[src/rtl/ioctl_stream_source.sv]
// ioctl_stream_source: replays a byte image from a source memory as an ioctl download, honouring ioctl_wait.
// Optional feature macro: IOCTL_SRC_CHECKSUM_EN adds o_checksum (mod-256 sum of every byte written).
// Ports:
//   i_clk_sys          clock, all logic on posedge
//   i_reset_n          synchronous active-low reset
//   i_start            1-cycle request, honoured only when idle
//   i_index            image index, latched on start (0=BIOS, else cart)
//   i_length           byte count, latched on start
//   o_src_rd           source read strobe
//   o_src_addr         source byte address
//   i_src_data         source data, valid one cycle after o_src_rd
//   o_ioctl_download   transfer window
//   o_ioctl_index      latched index
//   o_ioctl_addr       byte address of current write
//   o_ioctl_dout       byte being written
//   o_ioctl_wr         1-cycle write strobe
//   i_ioctl_wait       sink stall request, only looked at while writing
//   o_busy             high whenever not idle
//   o_done             1-cycle pulse at end of transfer
//   o_checksum         running byte sum (IOCTL_SRC_CHECKSUM_EN only)
module ioctl_stream_source #(
  parameter int ADDR_W      = 25,
  parameter int WR_GAP      = 2,
  parameter int TAIL_CYCLES = 4
) (
  input  logic              i_clk_sys,
  input  logic              i_reset_n,
  input  logic              i_start,
  input  logic [7:0]        i_index,
  input  logic [ADDR_W-1:0] i_length,
  output logic              o_src_rd,
  output logic [ADDR_W-1:0] o_src_addr,
  input  logic [7:0]        i_src_data,
  output logic              o_ioctl_download,
  output logic [7:0]        o_ioctl_index,
  output logic [ADDR_W-1:0] o_ioctl_addr,
  output logic [7:0]        o_ioctl_dout,
  output logic              o_ioctl_wr,
  input  logic              i_ioctl_wait,
  output logic              o_busy,
`ifdef IOCTL_SRC_CHECKSUM_EN
  output logic [7:0]        o_checksum,
`endif
  output logic              o_done
);
  typedef enum logic [2:0] {S_IDLE, S_SETUP, S_FETCH, S_LATCH, S_WRITE, S_GAP, S_TAIL} state_t;
  localparam logic [15:0] GAP_END  = 16'(WR_GAP);
  localparam logic [15:0] TAIL_END = 16'(TAIL_CYCLES - 1);
  state_t r_state, w_next;
  logic [ADDR_W-1:0] r_len, r_cnt, r_addr;
  logic [7:0] r_index, r_dout;
  logic [15:0] r_tmr;
  logic r_done, w_start_idle, w_last;
  assign w_start_idle     = i_start && r_state == S_IDLE;
  assign w_last           = r_cnt == r_len - ADDR_W'(1);
  assign o_src_addr       = r_cnt;
  assign o_ioctl_download = r_state != S_IDLE;
  assign o_busy           = r_state != S_IDLE;
  assign o_ioctl_index    = r_index;
  assign o_ioctl_addr     = r_addr;
  assign o_ioctl_dout     = r_dout;
  assign o_done           = r_done;
  always_ff @(posedge i_clk_sys) begin
    if (!i_reset_n) r_state <= S_IDLE;
    else r_state <= w_next;
  end
  // GAP lasts WR_GAP+1 cycles (the exit transition plus WR_GAP idle cycles).
  always_comb begin
    w_next     = r_state;
    o_src_rd   = 1'b0;
    o_ioctl_wr = 1'b0;
    case (r_state)
      S_IDLE:  w_next = (i_start && i_length != '0) ? S_SETUP : S_IDLE;
      S_SETUP: w_next = S_FETCH;
      S_FETCH: begin
        o_src_rd = 1'b1;
        w_next   = S_LATCH;
      end
      S_LATCH: w_next = S_WRITE;
      S_WRITE: begin
        o_ioctl_wr = !i_ioctl_wait;
        w_next     = i_ioctl_wait ? S_WRITE : S_GAP;
      end
      S_GAP:   w_next = r_tmr != GAP_END ? S_GAP : w_last ? S_TAIL : S_FETCH;
      S_TAIL:  w_next = r_tmr == TAIL_END ? S_IDLE : S_TAIL;
      default: w_next = S_IDLE;
    endcase
  end
  // r_tmr restarts on every state change, so it measures time spent in the current state.
  always_ff @(posedge i_clk_sys) begin
    if (!i_reset_n) begin
      r_len   <= '0;
      r_cnt   <= '0;
      r_addr  <= '0;
      r_index <= '0;
      r_dout  <= '0;
      r_tmr   <= '0;
      r_done  <= 1'b0;
    end else begin
      r_done <= (w_start_idle && i_length == '0) || (r_state == S_TAIL && w_next == S_IDLE);
      r_tmr  <= w_next == r_state ? r_tmr + 16'd1 : 16'd0;
      if (w_start_idle) begin
        r_index <= i_index;
        r_len   <= i_length;
        r_cnt   <= '0;
      end else if (r_state == S_GAP && w_next == S_FETCH) r_cnt <= r_cnt + ADDR_W'(1);
      if (r_state == S_LATCH) begin
        r_dout <= i_src_data;
        r_addr <= r_cnt;
      end
    end
  end
`ifdef IOCTL_SRC_CHECKSUM_EN
  logic [7:0] r_checksum;
  assign o_checksum = r_checksum;
  always_ff @(posedge i_clk_sys) begin
    if (!i_reset_n) r_checksum <= 8'd0;
    else r_checksum <= w_start_idle ? 8'd0 : o_ioctl_wr ? r_checksum + r_dout : r_checksum;
  end
`endif
endmodule

[config.mk]
export PLATFORM = sky130hd
export DESIGN_NAME = ioctl_stream_source
export DESIGN_NICKNAME = d
export VERILOG_FILES = /design/src/rtl/ioctl_stream_source.sv
export SDC_FILE = /design/constraint.sdc
export NUM_CORES = 1
export LEC_CHECK = 0
export BUFFER_PORTS_ARGS = -buffer_cell sky130_fd_sc_hd__buf_2
export CAP_MARGIN = 25
export CORE_MARGIN = 2
export CORE_UTILIZATION = 55
export DETAILED_ROUTE_END_ITERATION = 10
export GPL_TIMING_DRIVEN = 0
export PLACE_DENSITY = 0.8
export SYNTH_ARGS = -nofsm -noshare
export SYNTH_HDL_FRONTEND = slang
export SYNTH_SLANG_ARGS = --single-unit
[constraint.sdc]
create_clock -name i_clk_sys -period 3.43 [get_ports i_clk_sys]
set_input_delay 0.343 -clock i_clk_sys [delete_from_list [all_inputs] [get_ports i_clk_sys]]
set_output_delay 0.343 -clock i_clk_sys [all_outputs]
set_load 0.01 [all_outputs]
==> results.cfg <==
[floorplan]
dieWidth_um = 106
core-area_sq_mm = 0.0102
dieArea_sq_mm = 0.0112
ios = 116
rows = 37
start_util_pct = 56.0
die_h_um = 106

[cells_and_area]
drive_gt1_share_pct = 19.3
n_fill_cell = 864
syn2layout_area_growth_pct = 17.3
diodes = 0
final_nets = 892

[setup_path]
crit_slowest_cell = or4b_1
critical_path_class = flip-flop to flip-flop
worstPathArrival_ns = 3.52
endpoint_kind = flip-flop
critical_path_required_ns = 3.69
crit_chain = inv_1, ha_4, or4b_1, buf_2, or3_1, and3_1, a2111o_1, a2111oi_4, and4bb_4, buf_2, or3_1, a21oi_2
critPathBufInv = 3
critPathLaunchType = flip-flop
cp_slowest_stage_delay_ns = 0.42
worstPathMaxFanout = 10
critPathTopFamily = simple AND/OR/NAND/NOR gates

[sta]
finalSetupTns_ns = 0
worst_pin_slew_ns = 0.935
skew_ns = 0.0175
timing.final.crit_share_pct = 95.1
relSlewSlack_pct = 37.2
setup_viol = 0
layout_min_cycle_time_ns = 3.26
report.final.slew_viol_count = 0
max_freq_mhz = 306
finalHoldViolations = 0
rsz0062_at_grt = false
worst_slack_ns = 0.167

[yosys]
yosysSeqAreaShare_pct = 39.0
synthDistinctLibCells = 58
synth_warnings = 0
synth_ff_type = dfxtp_1
yosysMostFrequentCell = nand2_1
synthArstFlopShare_pct = 0
synth.avg_cell_area_sq_um = 7.94
synth_top_area_cell = dfxtp_1
synth_area_sq_mm = 0.00570
synth.area.top_cells = dfxtp_1 39%, nand2_1 11%, a21boi_0 8.8%, xnor2_1 3.1%, or3_1 3.0%
synth_edf_count = 0
syn_inst = 718
synth_top_cell_area_share_pct = 39.0
synth_common_cells = 165 x nand2_1, 111 x dfxtp_1, 67 x a21boi_0
syn_nets = 767
synth_seq_cells = 111

[detailed_routing]
drt_iter0_markers = 509
ant_nets = 0
avgViaCountPerCell = 5.79
post-route-drc-count = 0
wl_per_cell_um = 16.1
drtPass1Iterations = 8
wl_um = 15800
vias = 5698

[global_routing]
grt_pass1_vias = 5260
overflow = 0
met1_usage_pct = 35.9
track_usage_pct = 27.9
grt_max_degree = 19
use_met2_pct = 46.9
antenna_found_initial = 0
use_met3_pct = 5.32
busiest_layer = met2
grt_first_pass_wirelength_um = 25100

[flow_run]
drv_cap = 0

[clock_tree]
clk_path_buf_depth = 2
cts.clk_slew.worst_paths_ns = 0.11
worstSkewPairLatency_ns = 0.40
htreeDepth = 3
cts_setup_buffers = 0
cts-root-buf = clkbuf_8
cts_buffers = 9
cts.sinks = 111
cts_tree = done

[pwr]
switching_share_pct = 34.1
intPower_uw = 2000
pwr-share-clk_pct = 26.2
leakage_uw = 0.00251
power_density_mw_per_mm2 = 453
seqPwrFrac_pct = 46.9
power_frac_comb_pct = 26.9
p_sw_uw = 1030
vdd_drop_max_mv = 0.385

[place]
io_buffer_count = 114
pre_cts_slack_ns = 0.0723
gp_congestion = 0.940
dp_hpwl_um = 11900

[hold_path]
min_path_type = input pin to flip-flop

[run_status]
status = completed
## flip-flops by register name, summed over array words and instances (netlist names)
signal	cells
o_ioctl_addr	25
o_ioctl_index	8
o_done	1
r_tmr	16
o_ioctl_dout	8
r_state	3
r_len	25
o_src_addr	25
## cell usage in the layout (no fill, tap or decap), drive strengths merged, types with 15 or more instances in the layout
cell type	count
a21boi	67
clkbuf	53
a21oi	28
nor4	15
dfxtp	111
nand2	165
xor2	19
buf	122
nor2	37
or3	27
o21ai	26
xnor2	20
nand4	16
nand3	25
## cell type report
cell class | instances | area, sq um | area share [%]
clock inverters | 4 | 35.0 | 0.524
inverters | 7 | 26.3 | 0.393
clock buffers | 12 | 165 | 2.47
flip-flops and latches | 111 | 2220 | 33.2
plain buffers | 49 | 229 | 3.42
multi-input cells | 551 | 3270 | 48.9
well taps | 136 | 170 | 2.54
repair buffers | 114 | 571 | 8.53
## stage by stage
stage / power, uW / instances / hold slack [ns] / utilization, % / area [sq um]
after floorplan: 2000 / 718 / 0.430 / - / 5700
after global placement: 2200 / 968 / 0.444 / 63.3 / 6440
after detailed placement: 2230 / 968 / 0.453 / 63.3 / 6440
after CTS: 3010 / 984 / 0.188 / 65.2 / 6640
after global routing: 3170 / 984 / 0.187 / 65.7 / 6690
final: 3030 / 984 / 0.189 / 65.7 / 6690
## worst paths after layout
| kind | start | endpoint | slack, ns | depth (start not counted) |
|---|---|---|---|---|
| worst max-delay path | r_len[0] | o_src_addr[18] | 0.17 | 12 |
| worst min-delay path | i_index[4] | o_ioctl_index[4] | 0.19 | 3 |
| worst min register to register | o_ioctl_addr[19] | o_ioctl_addr[19] | 0.47 | 2 |
| worst max register to register | r_len[0] | o_src_addr[18] | 0.17 | 12 |
## power groups by stage
stage | logic, uW | registers (uW) | clock network, uW
global placement | 753 | 1450 | 0
detailed placement | 781 | 1450 | 0
CTS | 784 | 1420 | 805
floorplan | 563 | 1440 | 0
global route | 891 | 1430 | 850
finish | 816 | 1420 | 794
## logic make-up (layout without fill, tap and decap cells)
| family | count (synthesis) | in the layout | synth area share [%] |
|---|---|---|---|
| buffers and inverters | 56 | 186 | 4.43 |
| and+or+nand+nor | 351 | 351 | 30.0 |
| muxes | 3 | 3 | 0.548 |
| adders and majority gates | 4 | 4 | 0.878 |
| DFF | 111 | 111 | 39.0 |
| xor gates and xnor gates | 39 | 39 | 5.99 |
| AOI/OAI and AO/OA | 154 | 154 | 19.2 |
## tightest hold or removal path, stage by stage
cell and delay, ns:
buf_2 0.10, nand2_1 0.04, a21boi_0 0.07
## metal layers
metal  vias to the layer above  routed length (um)
met1                      2659                6800
met3                        27                1210
met5                         -                   0
met2                       251                7510
met4                         0                 311
li1                       2761                   -
## what timing repair did
item,CTS,global route
resized for setup,0,9
hold endpoints to repair,0,0
hold buffers,0,0
setup endpoints to repair,0,26
(Power assumes the default switching activity.)
